`src/rtl/bus_arbiter_2m_pkg.sv`:
```
// Shared definitions for the two-master bus arbiter: FSM encoding, master ids,
// request bundle and the round-robin pick helper.
package bus_arbiter_2m_pkg;

  typedef enum logic {
    ARB_IDLE = 1'b0,
    ARB_BUSY = 1'b1
  } arb_state_e;

  localparam logic        MASTER_CPU             = 1'b0;
  localparam logic        MASTER_DMA             = 1'b1;
  localparam logic [31:0] DEFAULT_TIMEOUT_RDATA  = 32'hDEAD_BEEF;
  localparam int unsigned DEFAULT_TIMEOUT_CYCLES = 256;

  typedef struct packed {
    logic        valid;
    logic [31:0] addr;
    logic [31:0] wdata;
    logic [3:0]  wstrb;
  } bus_req_t;

  // On a tie the master that was not served last wins.
  function automatic logic rr_pick(input logic req0, input logic req1, input logic last);
    logic pick;
    if (req0 && req1) begin
      pick = ~last;
    end else if (req1) begin
      pick = MASTER_DMA;
    end else begin
      pick = MASTER_CPU;
    end
    return pick;
  endfunction

endpackage

```
`src/rtl/bus_arbiter_2m_watchdog.sv`:
```
// Saturating busy-cycle watchdog: expire is high on the last allowed cycle while enabled.
// TIMEOUT_CYCLES = 0 builds no counter and never expires.
module bus_arbiter_2m_watchdog
  import bus_arbiter_2m_pkg::*;
#(
  parameter int unsigned TIMEOUT_CYCLES = DEFAULT_TIMEOUT_CYCLES
) (
  input  logic clk,
  input  logic reset_n,
  input  logic clear,
  input  logic enable,
  output logic expire
);

  generate
    if (TIMEOUT_CYCLES == 0) begin : g_off
      assign expire = 1'b0;
    end else begin : g_on
      localparam int unsigned   TW   = $clog2(TIMEOUT_CYCLES) + 1;
      localparam logic [TW-1:0] LAST = TW'(TIMEOUT_CYCLES - 1);
      localparam logic [TW-1:0] SAT  = TW'(TIMEOUT_CYCLES);

      logic [TW-1:0] timer_r;

      // Count enabled cycles; hold at SAT so the counter can never wrap.
      always_ff @(posedge clk) begin
        if (!reset_n) begin
          timer_r <= {TW{1'b0}};
        end else if (clear) begin
          timer_r <= {TW{1'b0}};
        end else if (enable && (timer_r != SAT)) begin
          timer_r <= timer_r + TW'(1);
        end else begin
          timer_r <= timer_r;
        end
      end

      assign expire = enable && (timer_r == LAST);
    end
  endgenerate

endmodule

```
`src/rtl/bus_arbiter_2m.sv`:
```
// Round-robin arbiter sharing one slave bus between the CPU (m0) and a DMA/debug
// master (m1); a watchdog turns a hung slave into an error completion with IRQ.
module bus_arbiter_2m
  import bus_arbiter_2m_pkg::*;
#(
  parameter int unsigned TIMEOUT_CYCLES = DEFAULT_TIMEOUT_CYCLES,
  parameter logic [31:0] TIMEOUT_RDATA  = DEFAULT_TIMEOUT_RDATA
) (
  input  logic        clk,
  input  logic        reset_n,
  input  logic        m0_valid,
  input  logic [31:0] m0_addr,
  input  logic [31:0] m0_wdata,
  input  logic [3:0]  m0_wstrb,
  output logic        m0_ready,
  output logic [31:0] m0_rdata,
  input  logic        m1_valid,
  input  logic [31:0] m1_addr,
  input  logic [31:0] m1_wdata,
  input  logic [3:0]  m1_wstrb,
  output logic        m1_ready,
  output logic [31:0] m1_rdata,
  output logic        s_valid,
  output logic [31:0] s_addr,
  output logic [31:0] s_wdata,
  output logic [3:0]  s_wstrb,
  input  logic        s_ready,
  input  logic [31:0] s_rdata,
  output logic        owner,
  input  logic        err_clear,
  output logic        err_flag,
  output logic [31:0] err_addr,
  output logic        irq_timeout
);

  arb_state_e  state_r;
  logic        owner_r;
  logic        last_r;
  logic        err_flag_r;
  logic [31:0] err_addr_r;

  bus_req_t    m0_req_s;
  bus_req_t    m1_req_s;
  bus_req_t    own_req_s;
  logic        busy_s;
  logic        expire_s;
  logic        done_ok_s;
  logic        timeout_s;
  logic        ready_s;
  logic [31:0] rdata_s;

  assign m0_req_s = {m0_valid, m0_addr, m0_wdata, m0_wstrb};
  assign m1_req_s = {m1_valid, m1_addr, m1_wdata, m1_wstrb};

  // Owner mux and completion decode; reset_n gates everything so a reset mid-transaction emits nothing.
  always_comb begin
    own_req_s = m0_req_s;
    if (owner_r == MASTER_DMA) begin
      own_req_s = m1_req_s;
    end else begin
      own_req_s = m0_req_s;
    end
    busy_s    = reset_n && (state_r == ARB_BUSY);
    done_ok_s = busy_s && own_req_s.valid && s_ready;
    timeout_s = busy_s && own_req_s.valid && !s_ready && expire_s;
    ready_s   = done_ok_s || timeout_s;
    rdata_s   = 32'h0000_0000;
    if (timeout_s) begin
      rdata_s = TIMEOUT_RDATA;
    end else if (done_ok_s) begin
      rdata_s = s_rdata;
    end else begin
      rdata_s = 32'h0000_0000;
    end
  end

  // A forced completion drops s_valid so a stuck write never reaches the slave.
  assign s_valid     = busy_s && own_req_s.valid && !timeout_s;
  assign s_addr      = own_req_s.addr;
  assign s_wdata     = own_req_s.wdata;
  assign s_wstrb     = own_req_s.wstrb;

  assign m0_ready    = ready_s && (owner_r == MASTER_CPU);
  assign m1_ready    = ready_s && (owner_r == MASTER_DMA);
  assign m0_rdata    = m0_ready ? rdata_s : 32'h0000_0000;
  assign m1_rdata    = m1_ready ? rdata_s : 32'h0000_0000;

  assign owner       = owner_r;
  assign err_flag    = err_flag_r;
  assign err_addr    = err_addr_r;
  assign irq_timeout = err_flag_r;

  bus_arbiter_2m_watchdog #(
    .TIMEOUT_CYCLES(TIMEOUT_CYCLES)
  ) u_watchdog (
    .clk    (clk),
    .reset_n(reset_n),
    .clear  (state_r != ARB_BUSY),
    .enable (state_r == ARB_BUSY),
    .expire (expire_s)
  );

  // Arbitration FSM: grant is registered in IDLE and held until completion or abort.
  always_ff @(posedge clk) begin
    if (!reset_n) begin
      state_r <= ARB_IDLE;
      owner_r <= MASTER_CPU;
      last_r  <= MASTER_DMA;
    end else begin
      case (state_r)
        ARB_IDLE: begin
          if (m0_valid || m1_valid) begin
            owner_r <= rr_pick(m0_valid, m1_valid, last_r);
            state_r <= ARB_BUSY;
          end
        end
        ARB_BUSY: begin
          if (!own_req_s.valid) begin
            state_r <= ARB_IDLE;
          end else if (ready_s) begin
            last_r  <= owner_r;
            state_r <= ARB_IDLE;
          end
        end
        default: begin
          state_r <= ARB_IDLE;
        end
      endcase
    end
  end

  // Sticky error capture; a new timeout beats err_clear in the same cycle.
  always_ff @(posedge clk) begin
    if (!reset_n) begin
      err_flag_r <= 1'b0;
      err_addr_r <= 32'h0000_0000;
    end else if (timeout_s) begin
      err_flag_r <= 1'b1;
      if (!err_flag_r || err_clear) begin
        err_addr_r <= own_req_s.addr;
      end
    end else if (err_clear) begin
      err_flag_r <= 1'b0;
      err_addr_r <= 32'h0000_0000;
    end
  end

endmodule

```
`config.mk`:
```
export PLATFORM = sky130hd
export DESIGN_NAME = bus_arbiter_2m
export DESIGN_NICKNAME = d
export VERILOG_FILES = /design/src/rtl/bus_arbiter_2m_pkg.sv /design/src/rtl/bus_arbiter_2m_watchdog.sv /design/src/rtl/bus_arbiter_2m.sv
export SDC_FILE = /design/constraint.sdc
export NUM_CORES = 1
export LEC_CHECK = 0
export BUFFER_PORTS_ARGS = -buffer_cell sky130_fd_sc_hd__buf_2
export CORE_AREA = 8 8 127 129
export CTS_BUF_LIST = sky130_fd_sc_hd__clkbuf_8
export CTS_CLUSTER_SIZE = 20
export DETAILED_ROUTE_END_ITERATION = 10
export DIE_AREA = 0 0 135 137
export PLACE_DENSITY = 0.66
export SLEW_MARGIN = 10
export SYNTH_ARGS = -nofsm -noshare
export SYNTH_HDL_FRONTEND = slang
export SYNTH_SLANG_ARGS = --single-unit
```
`constraint.sdc`:
```
create_clock -name clk -period 2.3 [get_ports clk]
set_input_delay 0.46 -clock clk [delete_from_list [all_inputs] [get_ports clk]]
set_output_delay 0.46 -clock clk [all_outputs]
set_load 0.03 [all_outputs]
```
# Word level (Yosys, flattened, before mapping)
# Index checks and enable logic that the tools add are counted.
# word_totals
inputBits	174
reg_bits	45
# classes
eq_ne	3
mux	16
n_addsub	1
bitwise	3
reduce_logical	22
# op_table
op	count
$mux 32	7
$mux 69	1
$logic_and 1x1->1	11
$add 9x1->9 const B	1
$eq 9x8->1 const B	1
$ne 9x9->1 const B	1
$mux 1	7
$reduce_and 2->1	3
$logic_not 1->1	3
$logic_or 1x1->1	3
$not 1->1	3
$reduce_and 3->1	1
$ne 2x1->1 const B	1
$pmux 1 s2	1
$reduce_bool 2->1	1

# Depth between registers and ports, before layout
# depth
depth_word	8
mapped_depth	9
mapped_depth_nobuf	7

# Hierarchy
# A second synthesis with hierarchy kept.
# hier_totals
hier_cells	326
area_unflattened_um2	3174.3
# by_module_without_submodules
mod	area_per_inst_um2	n_inst	cells_each	seq_area_each_um2
bus_arbiter_2m	2686.3	1	271	720.7
bus_arbiter_2m_watchdog	488.0	1	55	180.2

# Worst setup path before layout
# Ideal clock, no wire load.
# synth_path
path_kind	reg-to-output
start	register u_watchdog.g_on.timer_r[1]
end	output m0_rdata[18]
arrival_time_ns	1.954
stages_incl_launch_ff	9
setup_slack_ns	-0.114
t_required_ns	1.840
cell_sequence	dfxtp_1 -> ha_1 -> nand3_1 -> nor2_1 -> ha_1 -> o211ai_2 -> nor3_4 -> buf_2 -> o21a_1
# synth_between
elab_chain_len	6
elab_cells_between_ends	7
cone_classes	1 x eq/ne; 2 x mux; 4 x reduce/logical
# synth_lines
item	line	rtl
from (decl)	bus_arbiter_2m_watchdog.sv:23	logic [TW-1:0] timer_r;
from (signal assigned)	bus_arbiter_2m_watchdog.sv:28	timer_r <= {TW{1'b0}};
from (signal assigned)	bus_arbiter_2m_watchdog.sv:30	timer_r <= {TW{1'b0}};
from (signal assigned)	bus_arbiter_2m_watchdog.sv:32	timer_r <= timer_r + TW'(1);
$eq 9x8->1	bus_arbiter_2m_watchdog.sv:38	assign expire = enable && (timer_r == LAST);
$logic_and 1x1->1	bus_arbiter_2m_watchdog.sv:38	
$logic_and 1x1->1	bus_arbiter_2m.sv:65	timeout_s = busy_s && own_req_s.valid && !s_ready && expire_s;
$logic_or 1x1->1	bus_arbiter_2m.sv:66	ready_s = done_ok_s || timeout_s;
$logic_and 1x1->1	bus_arbiter_2m.sv:83	assign m0_ready = ready_s && (owner_r == MASTER_CPU);
net m0_ready	bus_arbiter_2m.sv:15	output logic m0_ready,
$mux 32	bus_arbiter_2m.sv:85	assign m0_rdata = m0_ready ? rdata_s : 32'h0000_0000;
to (decl)	bus_arbiter_2m.sv:16	output logic [31:0] m0_rdata,
# The timed path passes the listed nets, and every way through them passes these cells.

# Worst setup path after layout
# layout_path
start	register u_watchdog.g_on.timer_r[0]
end	output m1_rdata[2]
# layout_between
elab_chain_len	6
elab_cells_between_ends	7
cone_classes	1 x eq/ne; 2 x mux; 4 x reduce/logical
# layout_lines
item	line	rtl
$eq 9x8->1 *	bus_arbiter_2m_watchdog.sv:38	
$logic_and 1x1->1 *	bus_arbiter_2m_watchdog.sv:38	
$logic_and 1x1->1 *	bus_arbiter_2m.sv:65	
$logic_or 1x1->1	bus_arbiter_2m.sv:66	
$logic_and 1x1->1	bus_arbiter_2m.sv:84	assign m1_ready = ready_s && (owner_r == MASTER_DMA);
$mux 32 *	bus_arbiter_2m.sv:86	assign m1_rdata = m1_ready ? rdata_s : 32'h0000_0000;
to (decl)	bus_arbiter_2m.sv:22	output logic [31:0] m1_rdata,
# Every way passes the cells marked *; elsewhere a longest branch is shown, timed or not.

==> metrics <==
pwr/cell area=378.7 mW/mm2; HP Start=err_addr[2]$_SDFFE_PN0P_; Synth Area in XOR/XNOR=0.005333; Ant. Diodes=0; Slew Limit Fails=0; fraction of the mapped netlist area in adder cells=0.01143; Clock Skews=0.01038 ns; arrival time at the worst endpoint=2.09 ns; failing checks=negative setup slack; HPWL Detailed=around 13,000 um; worst-skew pair later-pin latency=0.30 ns; Finished Layout Cells=885; Die Height=137 um; register area share after synthesis=0.2743; Post-Syn Area=between 0.003 and 0.004 mm2; final estimated routing congestion in global placement=0.9072; post-place setup slack=0.001686 ns; Detailed Routing Iterations Pass 1=4; total number of vias=4,123; most frequent cells in the layout=buf_2 (292), mux2_2 (69), buf_6 (56), dfxtp_1 (42), nand3_1 (37); Worst Hold Class=flop to flop; Slew @ Worst Pin=about 0.56 ns; GR Overflow Total=0; count of final hold-check violations=0; initial DRC count=105; Hold Path Stages=1; Int Power=around 1.4 mW; critical path class=flop to output port; DP Cell Count=868; Mean Syn Cell Area=9.492 um2; Routed Antenna Nets=0; Max clock buf depth=2; reg2reg end=err_flag$_SDFFE_PN0P_; sequential share of power=0.350; Max-slew headroom=0.6210; Leak=2.913 nW; FF-to-FF path depth=11; Post-synth EDFFs=0; mux contribution to synthesized area=0.2438; largest net degree at the start of global routing=49; area share of the leading cell type in the synthesized netlist=0.2743; Setup-failing EPs final=49; YS warnings=0; layout cells sized above 1=0.7033; largest family of logic cells by synthesized area=multiplexers; fin nets=877; CTS sink count=45; # fillers=between 1,000 and 1,500; Initial Util=0.2312; Worst Hold Path EP=err_addr[2]$_SDFFE_PN0P_; Worst-path clk slew=0.10 ns; max-cap violation count=0; Post-Syn Instances=around 350; CP endpoint kind=output port; Worst Setup Start Kind=flop; RSZ-0062 raised after global routing=yes; initial antenna violation count=2; Sw Ratio=0.3588; die width=135 um; core box area=0.01420 mm2; worst r2r src=u_watchdog.g_on.timer_r[0]$_SDFFE_PN0P_; H-tree Lvls=2; flop2flop setup slack=0.34 ns; critical path fanouts, max=9; final WL=16,850 um; Unique masters post-synth=between 40 and 50; synth-to-layout area growth=81.79%; total power draw=2.261 mW; min cycle time layout=about 2.6 ns; fraction of the mapped netlist area in compound gates=0.2339; number of buffers created by CTS=5; Synth area leaders=dfxtp_1 (27%), mux2_2 (24%), o21a_1 (11%), o2bb2ai_1 (8.5%), nand3_1 (5.8%); Synth Net Count=approximately 520; row count=44; Data required, critical path=1.84 ns; status=complete, but fails checks; ys async rst share=0; Total Routing Usage GR=0.1665; I/O Buffers=343; CTS hold repair buffers=0; VDD IR-drop max=0.0002748 V; Total Die Area=0.01850 mm2; DR DRC count=0; fmax=around 400 MHz; Comb pwr share=0.369; largest area contributor in the netlist=dfxtp_1; Finished Core Util=0.4204; Final Worst Setup Slack=-0.2543 ns; simple-gate portion of the synthesized area=0.1554; Tcrit/Tclk final=1.111; vias per inst=around 4.7; #FFs+latches synth=45; top-level I/O count=between 300 and 400; clock root cell=clkbuf_8; fin area=approximately 0.006 mm2; sw power=811.4 uW; CTS tree=built; dpl cell area=roughly 0.0053 mm2; vias in the first global route=~4,300; commonest non-fill, non-tap cell in the layout=buf_2; ys flop type=dfxtp_1; first-pass GRT wire length=about 24,000 um; post-DR wirelength/cell=19.04 um; Clock power frac=0.281
critical path, cell delays in order (launching register included):
cell and delay, ns:
dfxtp_2 0.37, ha_4 0.14, nand3_2 0.07, nor2_2 0.08
ha_2 0.22, and4b_2 0.27, and2_4 0.23, buf_16 0.14
o21a_1 0.13, buf_6 0.13
worst max-delay path by stage:
stage / slack, ns / from / depth (start not counted) / endpoint
after floorplan: -0.04 / u_watchdog.g_on.timer_r[1]$_SDFFE_PN0P_ / 8 / m1_rdata[10]
after global placement: 0.05 / u_watchdog.g_on.timer_r[0]$_SDFFE_PN0P_ / 9 / m1_rdata[25]
after detailed placement: 0.002 / u_watchdog.g_on.timer_r[0]$_SDFFE_PN0P_ / 9 / m1_rdata[30]
after CTS: -0.27 / u_watchdog.g_on.timer_r[0]$_SDFFE_PN0P_ / 10 / m1_rdata[11]
after global routing: -0.36 / u_watchdog.g_on.timer_r[0]$_SDFFE_PN0P_ / 9 / m1_rdata[2]
final: -0.25 / u_watchdog.g_on.timer_r[0]$_SDFFE_PN0P_ / 9 / m1_rdata[2]
layer usage:
layer	GRT usage	routed length (um)	part of all wire	up-vias
met5	0	26	0.0015	-
met4	0.02468	91	0.0054	4
met3	0.05690	1622	0.096	12
met2	0.2878	7966	0.47	203
met1	0.1988	7142	0.42	1896
li1	-	-	-	2008
Yosys cell counts, types with 2 or more instances:
cell	n
o2bb2ai_1	32
ha_1	3
clkbuf_1	5
a21oi_1	6
nand2b_1	2
a21boi_0	2
and2_1	2
buf_6	8
o21ai_0	5
buf_2	9
nand3b_1	2
mux2_2	69
nand2_1	7
buf_4	7
dfxtp_1	45
and3_1	16
xor2_1	2
nand3_1	38
nor2b_1	2
inv_1	6
o21a_1	48
buf_1	4
nor2_1	4
or3_1	3
kinds of logic after synthesis:
group                    count (synthesis)
multiplexers                            71
XOR/XNOR                                 2
AO/OA/AOI/OAI                           97
flip-flops                              45
adder cells (fa/ha/maj)                  3
buffers and inverters                   40
AND/OR/NAND/NOR                         88
power groups by stage:
stage	sequential [mW]	clock, mW	combinational [mW]
floorplan	0.807	0	0.487
global placement	0.807	0	0.811
detailed placement	0.807	0	0.815
CTS	0.791	0.666	0.831
global route	0.792	0.700	0.880
finish	0.791	0.636	0.834
registers in the layout (all words and copies together) (netlist names):
signal,cells
state_r,1
err_addr,32
err_flag,1
owner,1
u_watchdog.g_on.timer_r,9
last_r,1
area by class of cell:
cell class	count	area, um2	share of cell area
Inverter	6	22.52	0.003772
Multi-Input combinational cell	262	2266	0.3795
Timing Repair Buffer	380	2427	0.4065
Clock inverter	3	48.80	0.008173
Sequential cell	45	907.1	0.1519
Tap cell	184	230.2	0.03856
Clock buffer	5	68.82	0.01153
stage by stage:
step,hold WS (ns),TNS [ns]
floorplan,0.4643,-0.6816
global placement,0.4415,0
detailed placement,0.4425,0
CTS,0.4535,-12.46
global route,0.4645,-16.75
finish,0.4651,-11.02
what timing repair did:
action,CTS,global route
gates cloned,2,2
resized for setup,106,24
setup buffers,4,3
endpoints found under the setup margin,50,51
hold endpoints to repair,0,0
pin swaps,5,8
Note: power is estimated with default switching activity, not from simulation.
